File: src/rtl/shift_add_mult_pkg.sv
// shift_add_mult_pkg: shared state encoding and widths for the shift-add multiplier
package shift_add_mult_pkg;
  localparam int OP_W = 8;
  localparam int PROD_W = 16;
  localparam int ITERS = 8;
  localparam int CNT_W = $clog2(ITERS);
  typedef enum logic [1:0] {
    IDLE = 2'b00,
    CALC = 2'b01,
    DONE = 2'b10
  } state_e;
endpackage

File: src/rtl/shift_add_mult_if.sv
// shift_add_mult_if: operand/product handshake bundle for the multiplier
interface shift_add_mult_if;
  import shift_add_mult_pkg::*;
  logic in_valid;
  logic in_ready;
  logic [OP_W-1:0] a;
  logic [OP_W-1:0] b;
  logic out_valid;
  logic out_ready;
  logic [PROD_W-1:0] product;
  logic busy;
  modport master (output in_valid, a, b, out_ready, input in_ready, out_valid, product, busy);
  modport slave (input in_valid, a, b, out_ready, output in_ready, out_valid, product, busy);
endinterface

File: src/rtl/Sixteen_b_full_adder.sv
// Sixteen_b_full_adder: 16-bit ripple add/subtract, carry-out discarded
module Sixteen_b_full_adder (
  input  logic [15:0] a,
  input  logic [15:0] b,
  input  logic        sub,
  output logic [15:0] sum
);
  logic [15:0] bx;
  logic c;
  assign bx = b ^ {16{sub}};
  // bit-serial carry ripple from LSB to MSB
  always_comb begin
    c = sub;
    sum = '0;
    for (int i = 0; i < 16; i++) begin
      sum[i] = a[i] ^ bx[i] ^ c;
      c = (a[i] & bx[i]) | (c & (a[i] ^ bx[i]));
    end
  end
endmodule

File: src/rtl/shift_add_mult.sv
// shift_add_mult: 8x8 unsigned sequential shift-and-add multiplier, fixed 8 iterations
module shift_add_mult
  import shift_add_mult_pkg::*;
(
  input  logic clk,
  input  logic rst,
  shift_add_mult_if.slave bus
);
  state_e state_q, state_d;
  logic [PROD_W-1:0] acc_q, acc_d, mcand_q, mcand_d, product_q, product_d, sum;
  logic [OP_W-1:0] mplier_q, mplier_d;
  logic [CNT_W-1:0] cnt_q, cnt_d;
  Sixteen_b_full_adder u_add (.a(acc_q), .b(mcand_q), .sub(1'b0), .sum(sum));
  assign bus.in_ready = state_q == IDLE;
  assign bus.out_valid = state_q == DONE;
  assign bus.busy = state_q != IDLE;
  assign bus.product = product_q;
  // next-state and datapath: load on accept, shift/add while calculating, hold otherwise
  always_comb begin
    state_d = state_q;
    acc_d = acc_q;
    mcand_d = mcand_q;
    mplier_d = mplier_q;
    cnt_d = cnt_q;
    product_d = product_q;
    if (state_q == IDLE && bus.in_valid) begin
      state_d = CALC;
      mcand_d = {{(PROD_W-OP_W){1'b0}}, bus.a};
      mplier_d = bus.b;
      acc_d = '0;
      cnt_d = '0;
    end else if (state_q == CALC) begin
      acc_d = mplier_q[0] ? sum : acc_q;
      mcand_d = mcand_q << 1;
      mplier_d = mplier_q >> 1;
      cnt_d = cnt_q + 1'b1;
      if (cnt_q == CNT_W'(ITERS-1)) begin
        state_d = DONE;
        product_d = acc_d;
      end
    end else if (state_q == DONE && bus.out_ready) begin
      state_d = IDLE;
    end
  end
  // state and datapath registers with synchronous reset
  always_ff @(posedge clk) begin
    if (rst) begin
      state_q <= IDLE;
      acc_q <= '0;
      mcand_q <= '0;
      mplier_q <= '0;
      cnt_q <= '0;
      product_q <= '0;
    end else begin
      state_q <= state_d;
      acc_q <= acc_d;
      mcand_q <= mcand_d;
      mplier_q <= mplier_d;
      cnt_q <= cnt_d;
      product_q <= product_d;
    end
  end
endmodule

File: src/flat_wrapper.sv
// flat-port wrapper written by rule: the top's interface ports become plain ports
module shift_add_mult_flat import shift_add_mult_pkg::*;
  (clk, rst, bus_in_valid, bus_a, bus_b, bus_out_ready, bus_in_ready, bus_out_valid, bus_product, bus_busy);
  shift_add_mult_if bus_i ();
  input  logic clk;
  input  logic rst;
  input wire logic [$bits(bus_i.in_valid)-1:0] bus_in_valid;
  input wire logic [$bits(bus_i.a)-1:0] bus_a;
  input wire logic [$bits(bus_i.b)-1:0] bus_b;
  input wire logic [$bits(bus_i.out_ready)-1:0] bus_out_ready;
  output wire logic [$bits(bus_i.in_ready)-1:0] bus_in_ready;
  output wire logic [$bits(bus_i.out_valid)-1:0] bus_out_valid;
  output wire logic [$bits(bus_i.product)-1:0] bus_product;
  output wire logic [$bits(bus_i.busy)-1:0] bus_busy;
  assign bus_i.in_valid = bus_in_valid;
  assign bus_i.a = bus_a;
  assign bus_i.b = bus_b;
  assign bus_i.out_ready = bus_out_ready;
  assign bus_in_ready = bus_i.in_ready;
  assign bus_out_valid = bus_i.out_valid;
  assign bus_product = bus_i.product;
  assign bus_busy = bus_i.busy;
  shift_add_mult u_core (.clk(clk), .rst(rst), .bus(bus_i));
endmodule
File: config.mk
export PLATFORM = sky130hd
export DESIGN_NAME = shift_add_mult_flat
export DESIGN_NICKNAME = d
export VERILOG_FILES = /design/src/rtl/shift_add_mult_pkg.sv /design/src/rtl/shift_add_mult_if.sv /design/src/rtl/Sixteen_b_full_adder.sv /design/src/rtl/shift_add_mult.sv /design/src/flat_wrapper.sv
export SDC_FILE = /design/constraint.sdc
export NUM_CORES = 1
export LEC_CHECK = 0
export CORE_AREA = 2 2 76 78
export CTS_CLUSTER_SIZE = 25
export DETAILED_ROUTE_END_ITERATION = 10
export DIE_AREA = 0 0 78 80
export GPL_ROUTABILITY_DRIVEN = 0
export PLACE_DENSITY = 0.77
export SYNTH_ARGS = -nofsm -noshare
export SYNTH_HDL_FRONTEND = slang
export SYNTH_SLANG_ARGS = --single-unit
File: constraint.sdc
create_clock -name clk -period 15.45 [get_ports clk]
set_input_delay 1.545 -clock clk [delete_from_list [all_inputs] [get_ports clk]]
set_output_delay 1.545 -clock clk [all_outputs]
set_load 0.01 [all_outputs]
; ---- Yosys cells after proc, flatten, opt, wreduce, memory -nomap -nowiden
; Cells that the tools add are included.
[totals]
mem_count = 0
in_bits = 20
word_cells = 109
latchBits = 0
mem_bits_rw = 0
mem_bits_ro = 0
regBits = 61
out_inout_bits = 19
[classes]
multipliers = 0
addsub = 1
reduce_logical = 11
n_div = 0
shifts = 0
mux = 9
n_eq_ne = 5
bitwise_logic = 75
magnitude_cmp = 0
[ops]
columns = operator, count
row1 = $mux W8, 4
row2 = $xor A1 B1 Y1, 31
row3 = $and A1 B1 Y1, 29
row4 = $mux W16, 1
row5 = $or A1 B1 Y1, 14
row6 = $mux W2, 3
row7 = $reduce_bool A2 Y1, 3
row8 = $reduce_and A2 Y1, 2
row9 = $add A3 B1 Y3 const B, 1
row10 = $eq A3 B3 Y1 const B, 1
row11 = $ne A3 B2 Y1 const B, 1
row12 = $reduce_and A3 Y1, 1
row13 = $reduce_bool A3 Y1, 1
row14 = $eq A2 B1 Y1 const B, 1
row15 = $eq A2 B2 Y1 const B, 1
row16 = $logic_and A1 B1 Y1, 2
row17 = $logic_not A2 Y1, 1
row18 = $ne A2 B2 Y1 const B, 1
row19 = $reduce_or A2 Y1, 1
row20 = $mux W1, 1
row21 = $not A1 Y1, 1

; ---- Depth between registers and ports, before layout
[logic_depth]
depth_word = 31
ltp_mapped = 22
ltp_nobuf = 22

; ---- By module
; Synthesis repeated with hierarchy kept, for this count alone.
[hier_totals]
hier_cells = 354
area_unflattened_um2 = 3124.2
[modules_own_cells]
columns = mod, area_each_um2, cells_each, seq_area_each_um2, instances
row1 = shift_add_mult, 2539.9, 292, 1221.2, 1
row2 = Sixteen_b_full_adder, 584.3, 62, 0.0, 1

; ---- Worst setup path after synthesis
; No wires, ideal clock.
[synth_path]
path_type = register -> register
start = register u_core.mcand_q[0]
end = register u_core.product_q[15], in the netlist u_core.bus.product[15]
synth_period_minus_slack_ns = 6.909
setup_slack_ns = 8.541
stages_incl_launch_ff = 23
n_path_buf = 0
t_arrival_ns = 6.821
path_cell_list = dfxtp_1 ha_1 fa_1 fa_1 inv_1 fa_1 fa_1 inv_1 fa_1 fa_1 fa_1 fa_1 fa_1 fa_1 fa_1 inv_1 fa_1 inv_1 fa_1 fa_1 xnor2_1 or3_1 a311oi_2
[synth_via]
elab_chain_len = 31
[synth_lines]
columns = item, line_no
row1 = from (decl), shift_add_mult.sv:10  ; logic [PROD_W-1:0] acc_q, acc_d, mcand_q, mcand_d, product_q, product_d, sum;
row2 = from (signal assigned), shift_add_mult.sv:57  ; mcand_q <= mcand_d;
row3 = $and A1 B1 Y1 (2 in a row), Sixteen_b_full_adder.sv:17  ; c = (a[i] & bx[i]) | (c & (a[i] ^ bx[i]));
row4 = $or A1 B1 Y1, Sixteen_b_full_adder.sv:17
row5 = $and A1 B1 Y1, Sixteen_b_full_adder.sv:17
row6 = $or A1 B1 Y1, Sixteen_b_full_adder.sv:17
row7 = $and A1 B1 Y1, Sixteen_b_full_adder.sv:17
row8 = $or A1 B1 Y1, Sixteen_b_full_adder.sv:17
row9 = $and A1 B1 Y1, Sixteen_b_full_adder.sv:17
row10 = $or A1 B1 Y1, Sixteen_b_full_adder.sv:17
row11 = [14 not listed], --
row12 = $and A1 B1 Y1, Sixteen_b_full_adder.sv:17
row13 = $or A1 B1 Y1, Sixteen_b_full_adder.sv:17
row14 = $and A1 B1 Y1, Sixteen_b_full_adder.sv:17
row15 = $or A1 B1 Y1, Sixteen_b_full_adder.sv:17
row16 = $and A1 B1 Y1, Sixteen_b_full_adder.sv:17
row17 = $or A1 B1 Y1, Sixteen_b_full_adder.sv:17
row18 = $xor A1 B1 Y1, Sixteen_b_full_adder.sv:16  ; sum[i] = a[i] ^ bx[i] ^ c;
row19 = $mux W16, shift_add_mult.sv:33  ; acc_d = mplier_q[0] ? sum : acc_q;
row20 = to (signal assigned), shift_add_mult.sv:60  ; product_q <= product_d;
row21 = to (decl), shift_add_mult.sv:10
; Every way passes these cells.
; A chain may end at the register's enable or synchronous reset.

; ---- Final worst setup path
; Ends and elaborated chain as after synthesis.

==> impl_metrics.tcl <==
set metrics [dict create \
    status "completed" \
    synth_top_area_share_pct 41.87 \
    startpoint_type "flop" \
    maxSlewHeadroom_pct 27.64 \
    worst_path_max_delay_cell "fa_1" \
    htree_levels 3 \
    synth-edff-count 0 \
    hold_buffers 0 \
    synth.area.top_cells "dfxtp_1 42%, fa_1 9.6%, nand2_1 6.6%" \
    synthTopCellsByCount "61 x dfxtp_1, 51 x nand2_1, 27 x a21oi_1, 25 x nor2_1, 19 x inv_1" \
    clock_latency_ns 0.35 \
    setup_viol 0 \
    rsz0062_at_grt "false" \
    report.final.hold_viol_count 0 \
    num_vias 2318 \
    max_clock_freq_mhz 141.0 \
    grt_pass1_wl_um 10360 \
    ir_worst_vdd_mv 0.05371 \
    grt_pass1_vias 2279 \
    synth_nets 352 \
    worst_slack_ns 8.360 \
    finish.instance_area_um2 3493 \
    post-route-util_pct 64.63 \
    endpoint_kind "flop" \
    synthCells 315 \
    die_x_um 78 \
    insertedDiodeCount 0 \
    num_io_pins 39 \
    vias_per_cell 5.519 \
    fin_skew_ns 0.01337 \
    design.core.area_um2 5405 \
    cp_max_fo 3 \
    cts.sinks 61 \
    whs_ns 0.4633 \
    post-cts-setup-buffers 0 \
    dpl_worst_slack_ns 8.319 \
    routed_wl_um 6046 \
    synth_flop_cell "dfxtp_1" \
    setup_tns_ns 0 \
    dr.pass1.iters 4 \
    yosysUniqueCellTypes 36 \
    cts_made_buffers 9 \
    drive_gt1_share_pct 9.195 \
    crit_top_cell "fa_1" \
    stdcell_count 420 \
    leakagePower_nw 1.256 \
    syn_area_um2 2917 \
    path_cells "ha_1, fa_1, fa_1, inv_1, fa_1, fa_1, inv_1, fa_1, fa_1, fa_1, fa_1, fa_1, fa_1, fa_1, inv_1, fa_1, inv_1, fa_1, fa_1, xnor2_1, or3_1, a311oi_2" \
    cp.required_ns 15.71 \
    tightest_slew_ns 1.084 \
    async_reset_ff_share_pct 0 \
    die_h_um 80 \
    critPathArrivalTime_ns 7.35 \
    initial_core_util_pct 53.96 \
    maxCapViolations 0 \
    wl_per_cell_um 14.40 \
    grt_max_degree 38 \
    grt_use_total_pct 21.74 \
    hp-class "reg2reg" \
    final_antenna_net_count 0 \
    seq_area_frac_synth_pct 41.87 \
    synth.avg_cell_area_um2 9.259 \
    cts-root-buf "clkbuf_8" \
    areaGrowthSynthToFinish_pct 19.78 \
    yosysMostFrequentCell "dfxtp_1" \
    fin_nets 380 \
    antenna_found_initial 0 \
    cts_tree "yes" \
    max_stage_delay_ns 0.47 \
    power_uw 351.1 \
    cts-resized-gates 0 \
    route.detailed.drc 0 \
    critPathKind "reg2reg" \
    slew_viol_final 0 \
    post-route-period-util_pct 45.89 \
    row_count 27 \
    dp_hpwl_um 3981 \
    powerDensity_nw_per_um2 100.5 \
    synth_seq_cells 61 \
    grt_overflow_total 0 \
    post-synth-top-area-cell "dfxtp_1" \
    port_buffers 38 \
    fin_crit_ns 7.090 \
    drt_iter0_drc 161 \
    clkTransAtPathRegs_ns 0.07 \
    place_area_um2 3282 \
    yosys_warnings 0 \
    dieArea_um2 6240 \
    dpl.cell_count 404 \
    clk_path_buf_depth 2 \
]
## layout by cell type, fill, tap and decap left out, types with 6 or more instances in the layout
master           netlist  layout
a21o_1                 6       6
o22ai_1               13      13
fa_1                  14      14
clkdlybuf4s50_1        0      38
dfxtp_1               61      61
nor2_1                25      25
a211oi_2               9       9
a21oi_1               27      27
mux2i_1               12      12
clkbuf_8               0      12
nand2_1               51      51
a221oi_1               8       8
a211oi_1              12      12
inv_1                 19      19
## critical path: cells and delay by family (launching register included)
family | cells | cell delay [ns]
adders and majority gates | 15 | 5.68
DFF | 1 | 0.34
and+or+nand+nor | 1 | 0.33
buffers and inverters | 4 | 0.27
AOI/OAI and AO/OA | 1 | 0.23
xor gates and xnor gates | 1 | 0.15
## layout make-up
type                       count  area, um^2
clock buffer                  13       168.9
clock inverter                 3       42.54
fill                         460        1912
inverter                      20       75.07
multi-input combinational    210        1493
sequential                    61        1221
tap                           72       90.09
timing repair buffer          41       402.9
## state kept, by name, indices dropped and copies added (netlist names)
register / flops
u_core.mplier_q: 8
u_core.mcand_q: 16
u_core.acc_q: 16
u_core.state_q: 2
u_core.bus.product: 16
u_core.cnt_q: 3
## path summary, 6_finish.rpt
kind | from | endpoint | slack, ns | cells after the start
setup / recovery | u_core.mcand_q[0]$_SDFFE_PP0P_ | u_core.bus.product[15]$_SDFFE_PP0P_ | 8.36 | 22
hold / removal | u_core.cnt_q[1]$_SDFFE_PP0P_ | u_core.cnt_q[1]$_SDFFE_PP0P_ | 0.46 | 2
setup reg to reg | u_core.mcand_q[0]$_SDFFE_PP0P_ | u_core.bus.product[15]$_SDFFE_PP0P_ | 8.36 | 22
hold reg to reg | u_core.cnt_q[1]$_SDFFE_PP0P_ | u_core.cnt_q[1]$_SDFFE_PP0P_ | 0.46 | 2
## metal layers
metal / GRT usage (%) / vias to the layer above / part of all wire [%]
li1: - / 1139 / -
met1: 26.65 / 1112 / 47
met2: 35.52 / 50 / 46
met3: 3.733 / 17 / 3.1
met4: 13.86 / 0 / 3.3
met5: 0 / - / 0
## power by group
group          internal [mW]  switching (mW)
combinational         0.0148          0.0167
sequential             0.162         0.00625
clock                 0.0875          0.0640
total                  0.264          0.0869
## cell families (layout without fill, tap and decap cells)
kind of cell    after synthesis  count (layout)  synth area share [%]
buf+inv                      44              77                 6.950
compound gates               87              87                 21.75
flops                        61              61                 41.87
xor+xnor                      2               2                0.6007
fa+ha+maj                    17              17                 10.90
mux                          13              13                 4.505
simple gates                 91              91                 13.43
Note: power is estimated with default switching activity, not from simulation.
